==> config.mk <==
export PLATFORM = sky130hd
export DESIGN_NAME = sprite_pop_controller
export DESIGN_NICKNAME = d
export VERILOG_FILES = /design/src/rtl/sprite_pop_controller.sv
export SDC_FILE = /design/constraint.sdc
export NUM_CORES = 1
export LEC_CHECK = 0
export BUFFER_PORTS_ARGS = -buffer_cell sky130_fd_sc_hd__clkbuf_2
export CORE_UTILIZATION = 53
export DETAILED_ROUTE_END_ITERATION = 8
export PLACE_DENSITY = 0.85
export SYNTH_ARGS = -nofsm -noshare
export SYNTH_HDL_FRONTEND = slang
export SYNTH_SLANG_ARGS = --single-unit
export TNS_END_PERCENT = 30
==> constraint.sdc <==
create_clock -name pixel_clk_in -period 3.6 [get_ports pixel_clk_in]
set_input_delay 0.36 -clock pixel_clk_in [delete_from_list [all_inputs] [get_ports pixel_clk_in]]
set_output_delay 0.36 -clock pixel_clk_in [all_outputs]
set_load 0.02 [all_outputs]
==> src/rtl/sprite_pop_controller.sv <==
// Frame-synchronous position/animation controller for one pop-able sprite (show -> pop -> hidden).
// Optional build macro SPRITE_POP_BLINK_EN: sprite blinks off-screen during POP frames where cnt[2]==1.
module sprite_pop_controller #(
  parameter int WIDTH      = 256,
  parameter int HEIGHT     = 256,
  parameter int H_ACTIVE   = 1280,
  parameter int V_ACTIVE   = 720,
  parameter int POP_FRAMES = 30
) (
  input  logic        pixel_clk_in,
  input  logic        rst_in,
  input  logic [10:0] hcount_in,
  input  logic [9:0]  vcount_in,
  input  logic [10:0] target_x_in,
  input  logic [9:0]  target_y_in,
  input  logic        pop_trigger_in,
  input  logic        respawn_in,
  output logic [10:0] x_out,
  output logic [9:0]  y_out,
  output logic        pop_out,
  output logic        busy_out
);

  typedef enum logic [1:0] {
    ST_SHOW   = 2'd0,
    ST_POP    = 2'd1,
    ST_HIDDEN = 2'd2
  } state_t;

  localparam logic [11:0] X_MAX    = 12'(H_ACTIVE - WIDTH);
  localparam logic [11:0] Y_MAX    = 12'(V_ACTIVE - HEIGHT);
  localparam logic [10:0] X_OFF    = 11'(H_ACTIVE);
  localparam logic [7:0]  CNT_INIT = 8'(POP_FRAMES - 1);

  state_t      r_state;
  logic [7:0]  r_cnt;
  logic        r_pop_pend;
  logic        r_resp_pend;
  logic [10:0] r_x;
  logic [9:0]  r_y;
  logic        r_pop;

  logic        w_fs;
  logic [10:0] w_xc;
  logic [9:0]  w_yc;
  logic        w_pop_req;
  logic        w_resp_req;

  assign w_fs = (hcount_in == 11'd0) && (vcount_in == 10'(V_ACTIVE));

  // Clamp at 12 bits so a large target can never wrap past the limit.
  assign w_xc = ({1'b0, target_x_in} > X_MAX) ? X_MAX[10:0] : target_x_in;
  assign w_yc = ({2'b00, target_y_in} > Y_MAX) ? Y_MAX[9:0] : target_y_in;

  // A pulse landing on the strobe cycle itself is consumed by that strobe.
  assign w_pop_req  = r_pop_pend | pop_trigger_in;
  assign w_resp_req = r_resp_pend | respawn_in;

`ifdef SPRITE_POP_BLINK_EN
  logic [10:0] r_frz_x;
  logic [7:0]  w_cnt_dec;
  assign w_cnt_dec = r_cnt - 8'd1;
`endif

  always_ff @(posedge pixel_clk_in or posedge rst_in) begin
    if (rst_in) begin
      r_state     <= ST_SHOW;
      r_cnt       <= 8'd0;
      r_pop_pend  <= 1'b0;
      r_resp_pend <= 1'b0;
      r_x         <= 11'd0;
      r_y         <= 10'd0;
      r_pop       <= 1'b0;
`ifdef SPRITE_POP_BLINK_EN
      r_frz_x     <= 11'd0;
`endif
    end else begin
      if (w_fs) begin
        r_pop_pend  <= 1'b0;
        r_resp_pend <= 1'b0;
      end else begin
        if (pop_trigger_in) r_pop_pend  <= 1'b1;
        if (respawn_in)     r_resp_pend <= 1'b1;
      end

      if (w_fs) begin
        case (r_state)
          ST_SHOW: begin
            r_x   <= w_xc;
            r_y   <= w_yc;
            r_pop <= 1'b0;
            if (w_pop_req) begin
              r_state <= ST_POP;
              r_pop   <= 1'b1;
              r_cnt   <= CNT_INIT;
`ifdef SPRITE_POP_BLINK_EN
              r_frz_x <= w_xc;
              if (CNT_INIT[2]) r_x <= X_OFF;
`endif
            end
          end
          ST_POP: begin
            if (r_cnt == 8'd0) begin
              r_state <= ST_HIDDEN;
              r_x     <= X_OFF;
              r_pop   <= 1'b0;
            end else begin
              r_cnt <= r_cnt - 8'd1;
`ifdef SPRITE_POP_BLINK_EN
              r_x   <= w_cnt_dec[2] ? X_OFF : r_frz_x;
`endif
            end
          end
          ST_HIDDEN: begin
            // Respawn wins over a simultaneous pop; the pop is simply dropped.
            if (w_resp_req) begin
              r_state <= ST_SHOW;
              r_x     <= w_xc;
              r_y     <= w_yc;
              r_pop   <= 1'b0;
            end else begin
              r_x   <= X_OFF;
              r_pop <= 1'b0;
            end
          end
          default: r_state <= ST_SHOW;
        endcase
      end
    end
  end

  assign x_out    = r_x;
  assign y_out    = r_y;
  assign pop_out  = r_pop;
  assign busy_out = (r_state != ST_SHOW);

endmodule
Yosys cells after proc, flatten, opt, wreduce, memory -nomap -nowiden

Index checks and enable logic that the tools add are counted.

Add/subtract/negate cells: 1
Magnitude comparators: 2
Equality and inequality tests: 7
Multiplexer cells: 21
Bitwise logic cells: 2
Reduce and logical (&&, ||, !) cells: 14

Operators by type and width:

| kind                                                                   | number |
|---|---|
| 11-bit two-way mux                                                     | 3 |
| 11-bit case mux with 3 select lines                                    | 1 |
| 10-bit two-way mux                                                     | 2 |
| 10-bit case mux with 2 select lines                                    | 1 |
| 8-bit two-way mux                                                      | 2 |
| 8-bit case mux with 2 select lines                                     | 1 |
| 11-bit > comparator (second input constant)                            | 1 |
| 11-bit zero test                                                       | 1 |
| 10-bit equality test (second input constant)                           | 1 |
| 10-bit by 9-bit > comparator with 1-bit output (second input constant) | 1 |
| 2-bit nonzero test                                                     | 5 |
| 8-bit zero test                                                        | 1 |
| 2-bit inequality test (second input constant)                          | 4 |
| 4-bit AND reduction                                                    | 2 |
| 8-bit by 1-bit subtractor with 8-bit output (second input constant)    | 1 |
| 1-bit two-way mux                                                      | 6 |
| 2-bit two-way mux                                                      | 3 |
| 2-bit case mux with 3 select lines                                     | 1 |
| 3-bit AND reduction                                                    | 2 |
| 1-bit case mux with 3 select lines                                     | 1 |
| 3-bit nonzero test                                                     | 1 |
| 2-bit by 1-bit equality test with 1-bit output (second input constant) | 1 |
| 2-bit equality test (second input constant)                            | 1 |
| 2-bit zero test                                                        | 1 |
| other kinds (2)                                                        | 3 |

Flip-flop bits (word level): 34
Input port bits: 46

Longest topological paths before layout

Word-level depth: 4
Mapped depth: 8

Worst setup path after synthesis

No wires, ideal clock.

Kind: reg2reg
Start point: register r_cnt[6]
End point: register r_pop (netlist: pop_out)
Arrival time: 1,974 ps
Data required time: 3,475 ps
Slack: 1,500 ps
Cell stages (with the launch flop): 6
Buffers on the path: 1
Period minus slack after synthesis: 2,100 ps
Cell sequence: dfrtp_1 -> or4_4 -> o41ai_4 -> nor4b_4 -> buf_6 -> mux2_4

Word-level cells in the longest chain between the ends: 3

Ends and longest elaborated chain:

| element                         | line | source |
|---|---|---|
| start, declared                 | 36   | `logic [7:0] r_cnt;` |
| start signal, assigned          | 108  | `r_cnt <= r_cnt - 8'd1;` |
| 8-bit zero test                 | 103  | `if (r_cnt == 8'd0) begin` |
| 2-bit inequality test (no line) | --   |  |
| 3-bit AND reduction (no line)   | --   |  |
| end signal, assigned            | 106  | `r_pop <= 1'b0;` |
| end signal, assigned            | 120  | `r_pop <= 1'b0;` |
| end signal, assigned            | 123  | `r_pop <= 1'b0;` |
| end, declared                   | 41   | `logic r_pop;` |

No other way between the ends.
A chain may end at the register's enable or synchronous reset.

Worst setup path after layout

Start point: register r_cnt[6]
End point: register r_x[10] (netlist: x_out[10])

Word-level cells in the longest chain between the ends: 3

Ends and longest elaborated chain:

| element                         | line | source |
|---|---|---|
| 8-bit zero test                 | 103  |  |
| 2-bit inequality test (no line) | --   |  |
| 3-bit AND reduction (no line)   | --   |  |
| end signal, assigned            | 89   | `r_x <= w_xc;` |
| end signal, assigned            | 118  | `r_x <= w_xc;` |
| end, declared                   | 39   | `logic [10:0] r_x;` |

No other way between the ends.

==> results.txt <==
----------------------------------------------------
[Worst setup path]
  Buffers and inverters on the worst path ... 1
  Ordered list of cells on the worst path ... or4_4, o41ai_4, nor4b_4, buf_4, mux2_2
  Max FO, Critical Path ... 21
  Critical path capture point type ... flip-flop
  Delay-heaviest family, CP ... simple AND/OR/NAND/NOR gates
  Worst-case reg-to-reg path depth ... 5
  Minimum setup slack among reg-to-reg paths ... 1.34 ns
  Reg2reg start ... r_cnt[6]
  Crit path DAT ... 2.50 ns
  Largest stage delay on the critical path ... 0.57 ns
  R2r endpoint ... x_out[10]
  Critical path startpoint category ... flip-flop
  Worst EP required ... 3.84 ns
  Critical path start-end classification ... flip-flop to flip-flop
  Slowest-stage cell, CP ... or4_4

[Power and ir drop]
  Cell leakage power ... 0.00118 uW
  Peak ir drop on the vdd network ... 0.206 mV
  Total power divided by cell area ... 302 mW/mm^2

[Layout]
  Filler Cells Inserted ... 267
  Multi-input gate area ... 926 um^2
  Diode insertion count for antenna repair ... 0
  Layout cell share with drive strength beyond 1 ... 35.2%
  Count of nets after finishing ... 315
  Area growth from synthesis to final layout ... 25.1%
  Sequential cell area ... 851 um^2

[STA]
  Largest clock skew in the final design ... 0.00889 ns
  Actual transition at the worst max-transition pin ... 0.862 ns
  Setup repair after global routing missed its margin ... false
  Shortest clock period the worst path allows after layout ... 2.26 ns
  Worst hold margin ... 0.0646 ns
  Slew headroom ... 42.6%
  Achievable Freq ... 0.442 GHz
  Aggregate negative setup slack ... 0 ns
  Final clock period utilization by the worst path ... 62.8%
  Slew Viols, Final ... 0
  Total count of hold-check failures in the final report ... 0
  Number of failing setup endpoints in the final timing report ... 0

[CTS]
  Clk sink count ... 34
  CTS resizes ... 0
  Hold bufs inserted after CTS ... 0
  CTS tree ... done
  Setup Buffers After CTS ... 0
  Clock slew seen by the registers of the worst setup and hold paths ... 0.11 ns
  Maximum buffer depth of the clock tree ... 2
  Max H-tree Level ... 2
  Worst skew pair latency ... 0.34 ns
  Inserted Clock Buffers ... 5
  Cell at the root of the clock tree ... clkbuf_4

[Synthesis]
  Number of synthesized register bits ... 34
  Sequential element share of the synthesized area ... 45.0%
  Count of flip-flops with a built-in enable after synthesis ... 0
  Syn Inst Count ... 189
  Fraction of registers with async set or reset after synthesis ... 100%
  Average cell area after synthesis ... 10.0 um^2
  Most used flip-flop cell after synthesis ... dfrtp_1
  Count of different cell masters after synthesis ... 40
  Total standard cell area after synthesis ... 0.00189 mm^2
  Count of yosys warnings during synthesis ... 0
  Post-Syn Nets ... 241

[Global route]
  First-pass GRT wire length ... 6210 um
  Largest net degree at the start of global routing ... 35
  Overflow left after global routing ... 0
  Number of antenna violations at the first check in global routing ... 0
  Overall global routing resource usage ... 22.9%
  Number of global-route vias before repair ... 1413

[Placed design]
  Count of buffers from port buffering ... 68
  Weighted congestion at the end of routability-driven global placement ... 0.845
  Detail Placement HPWL ... 3050 um

[Min path]
  Worst min path class ... input pin to asynchronous set/reset pin

[Die]
  Die Area ... 0.00381 mm^2
  Effective utilization at floorplan ... 55.8%
  Die boundary width ... 61.7 um
  Die span in y ... 61.7 um
  I/O pin total ... 69
  Placeable core region ... 0.00339 mm^2
  Number of rows created at floorplan ... 21

[Routing]
  Number of DRC violations after detailed-routing iteration 0 ... 75
  Drt total wl ... 3950 um
  Detailed-route wire length per cell ... 12.7 um
  ANT nets after route ... 0
  Count of TritonRoute iterations in the first routing pass ... 4
  Post-detailed-route via-to-cell ratio ... 5.30
  Overall via count from detail_route ... 1643
  DRC violations left ... 0

[Outcome]
  Outcome ... finished, final reports clean

[Flow run]
  MaxCap Viol Count ... 0

----------------------------------------------------
[metal layers]
metal	global-route usage (%)	part of all wire (%)	routed length, um
met1	30.7	44	1730
met2	35.5	50	1960
met5	0	0	0
met4	7.62	1.3	53
met3	7.04	5.1	203
[worst max path at each step]
stage          startpoint   endpoint  slack (ns)  depth (start not counted)
2_1_floorplan    r_cnt[6]    pop_out        1.50                          5
3_3_place_gp     r_cnt[4]  x_out[10]        1.39                          5
3_5_place_dp     r_cnt[4]  x_out[10]        1.33                          5
4_1_cts          r_cnt[6]  x_out[10]        1.33                          5
5_1_grt          r_cnt[4]  x_out[10]        1.24                          5
6_report         r_cnt[6]  x_out[10]        1.34                          5
[state kept, by name, indices dropped and copies added, names as in the netlist]
register,count
x_out,11
r_resp_pend,1
r_pop_pend,1
y_out,10
pop_out,1
r_cnt,8
r_state,2
[metrics by stage]
stage / util [%] / total power (uW) / instance area [um^2] / cells / setup slack (ns)
after floorplan: - / 404 / 1890 / 189 / 1.50
after global placement: 67.4 / 437 / 2280 / 302 / 1.39
after detailed placement: 67.4 / 439 / 2280 / 302 / 1.33
after CTS: 69.8 / 721 / 2370 / 310 / 1.33
after global routing: 69.8 / 748 / 2370 / 310 / 1.24
final: 69.8 / 714 / 2370 / 310 / 1.34
[cells in the final DEF (no fill, tap or decap), types with 2 or more instances in the layout]
| cell type | Yosys | routed |
|---|---|---|
| nor4_1 | 4 | 4 |
| inv_1 | 23 | 23 |
| nor4b_4 | 3 | 3 |
| ha_1 | 6 | 6 |
| o21ai_0 | 17 | 17 |
| buf_4 | 1 | 3 |
| mux2_4 | 2 | 2 |
| dfrtp_1 | 34 | 34 |
| a211oi_1 | 2 | 2 |
| nor4_4 | 2 | 2 |
| a31oi_1 | 4 | 4 |
| clkinvlp_4 | 0 | 2 |
| clkbuf_2 | 0 | 68 |
| nor3_1 | 3 | 3 |
| mux2_1 | 3 | 3 |
| clkbuf_4 | 0 | 5 |
| nand2_1 | 5 | 5 |
| a21oi_1 | 8 | 8 |
| nor2_1 | 24 | 24 |
| nand3_1 | 18 | 18 |
| nor2b_1 | 6 | 6 |
| mux2i_1 | 2 | 2 |
[synth_stat cells, types with 2 or more instances]
library cell,n,area share (%)
a211oi_1,2,0.79
nor2b_1,6,2.0
dfrtp_1,34,45
nor4b_4,3,3.8
nand3_1,18,4.8
mux2_1,3,1.8
mux2i_1,2,1.1
nand2_1,5,0.99
o21ai_0,17,4.5
ha_1,6,4.0
inv_1,23,4.6
buf_2,2,0.53
nor4_4,2,2.2
a31oi_1,4,1.3
nor4_1,4,1.3
a21oi_1,8,2.1
nor2_1,24,4.8
nor3_1,3,0.79
mux2_4,2,1.6
[tightest hold or removal path: cells and delay by family]
family	cells	cell delay (ns)
buf+inv	3	0.49
[area by class of cell]
class | count | share of cell area, %
Clock inverter | 3 | 1.90
Tap cell | 46 | 2.43
Timing Repair Buffer | 71 | 15.3
Clock buffer | 5 | 1.59
Multi-Input combinational cell | 128 | 39.1
Sequential cell | 34 | 36.0
Inverter | 23 | 3.65
[logic make-up (layout without fill, tap and decap cells)]
kind of cell             Yosys count  count (layout)  synth area share (%)
AND/OR/NAND/NOR                   77              77                  26.7
AO/OA/AOI/OAI                     37              37                  13.3
flip-flops                        34              34                  45.0
buffers and inverters             27             102                  6.08
multiplexers                       8               8                  5.03
adder cells (fa/ha/maj)            6               6                  3.97
[power breakdown]
part           total (uW)  leakage, uW  internal, uW  switching (uW)
Sequential            382     0.000381           382        0.000965
Combinational        48.8     0.000761          23.3            25.4
Clock                 283    0.0000374           146             138
Total                 714      0.00118           551             163
Note: power is estimated with default switching activity, not from simulation.
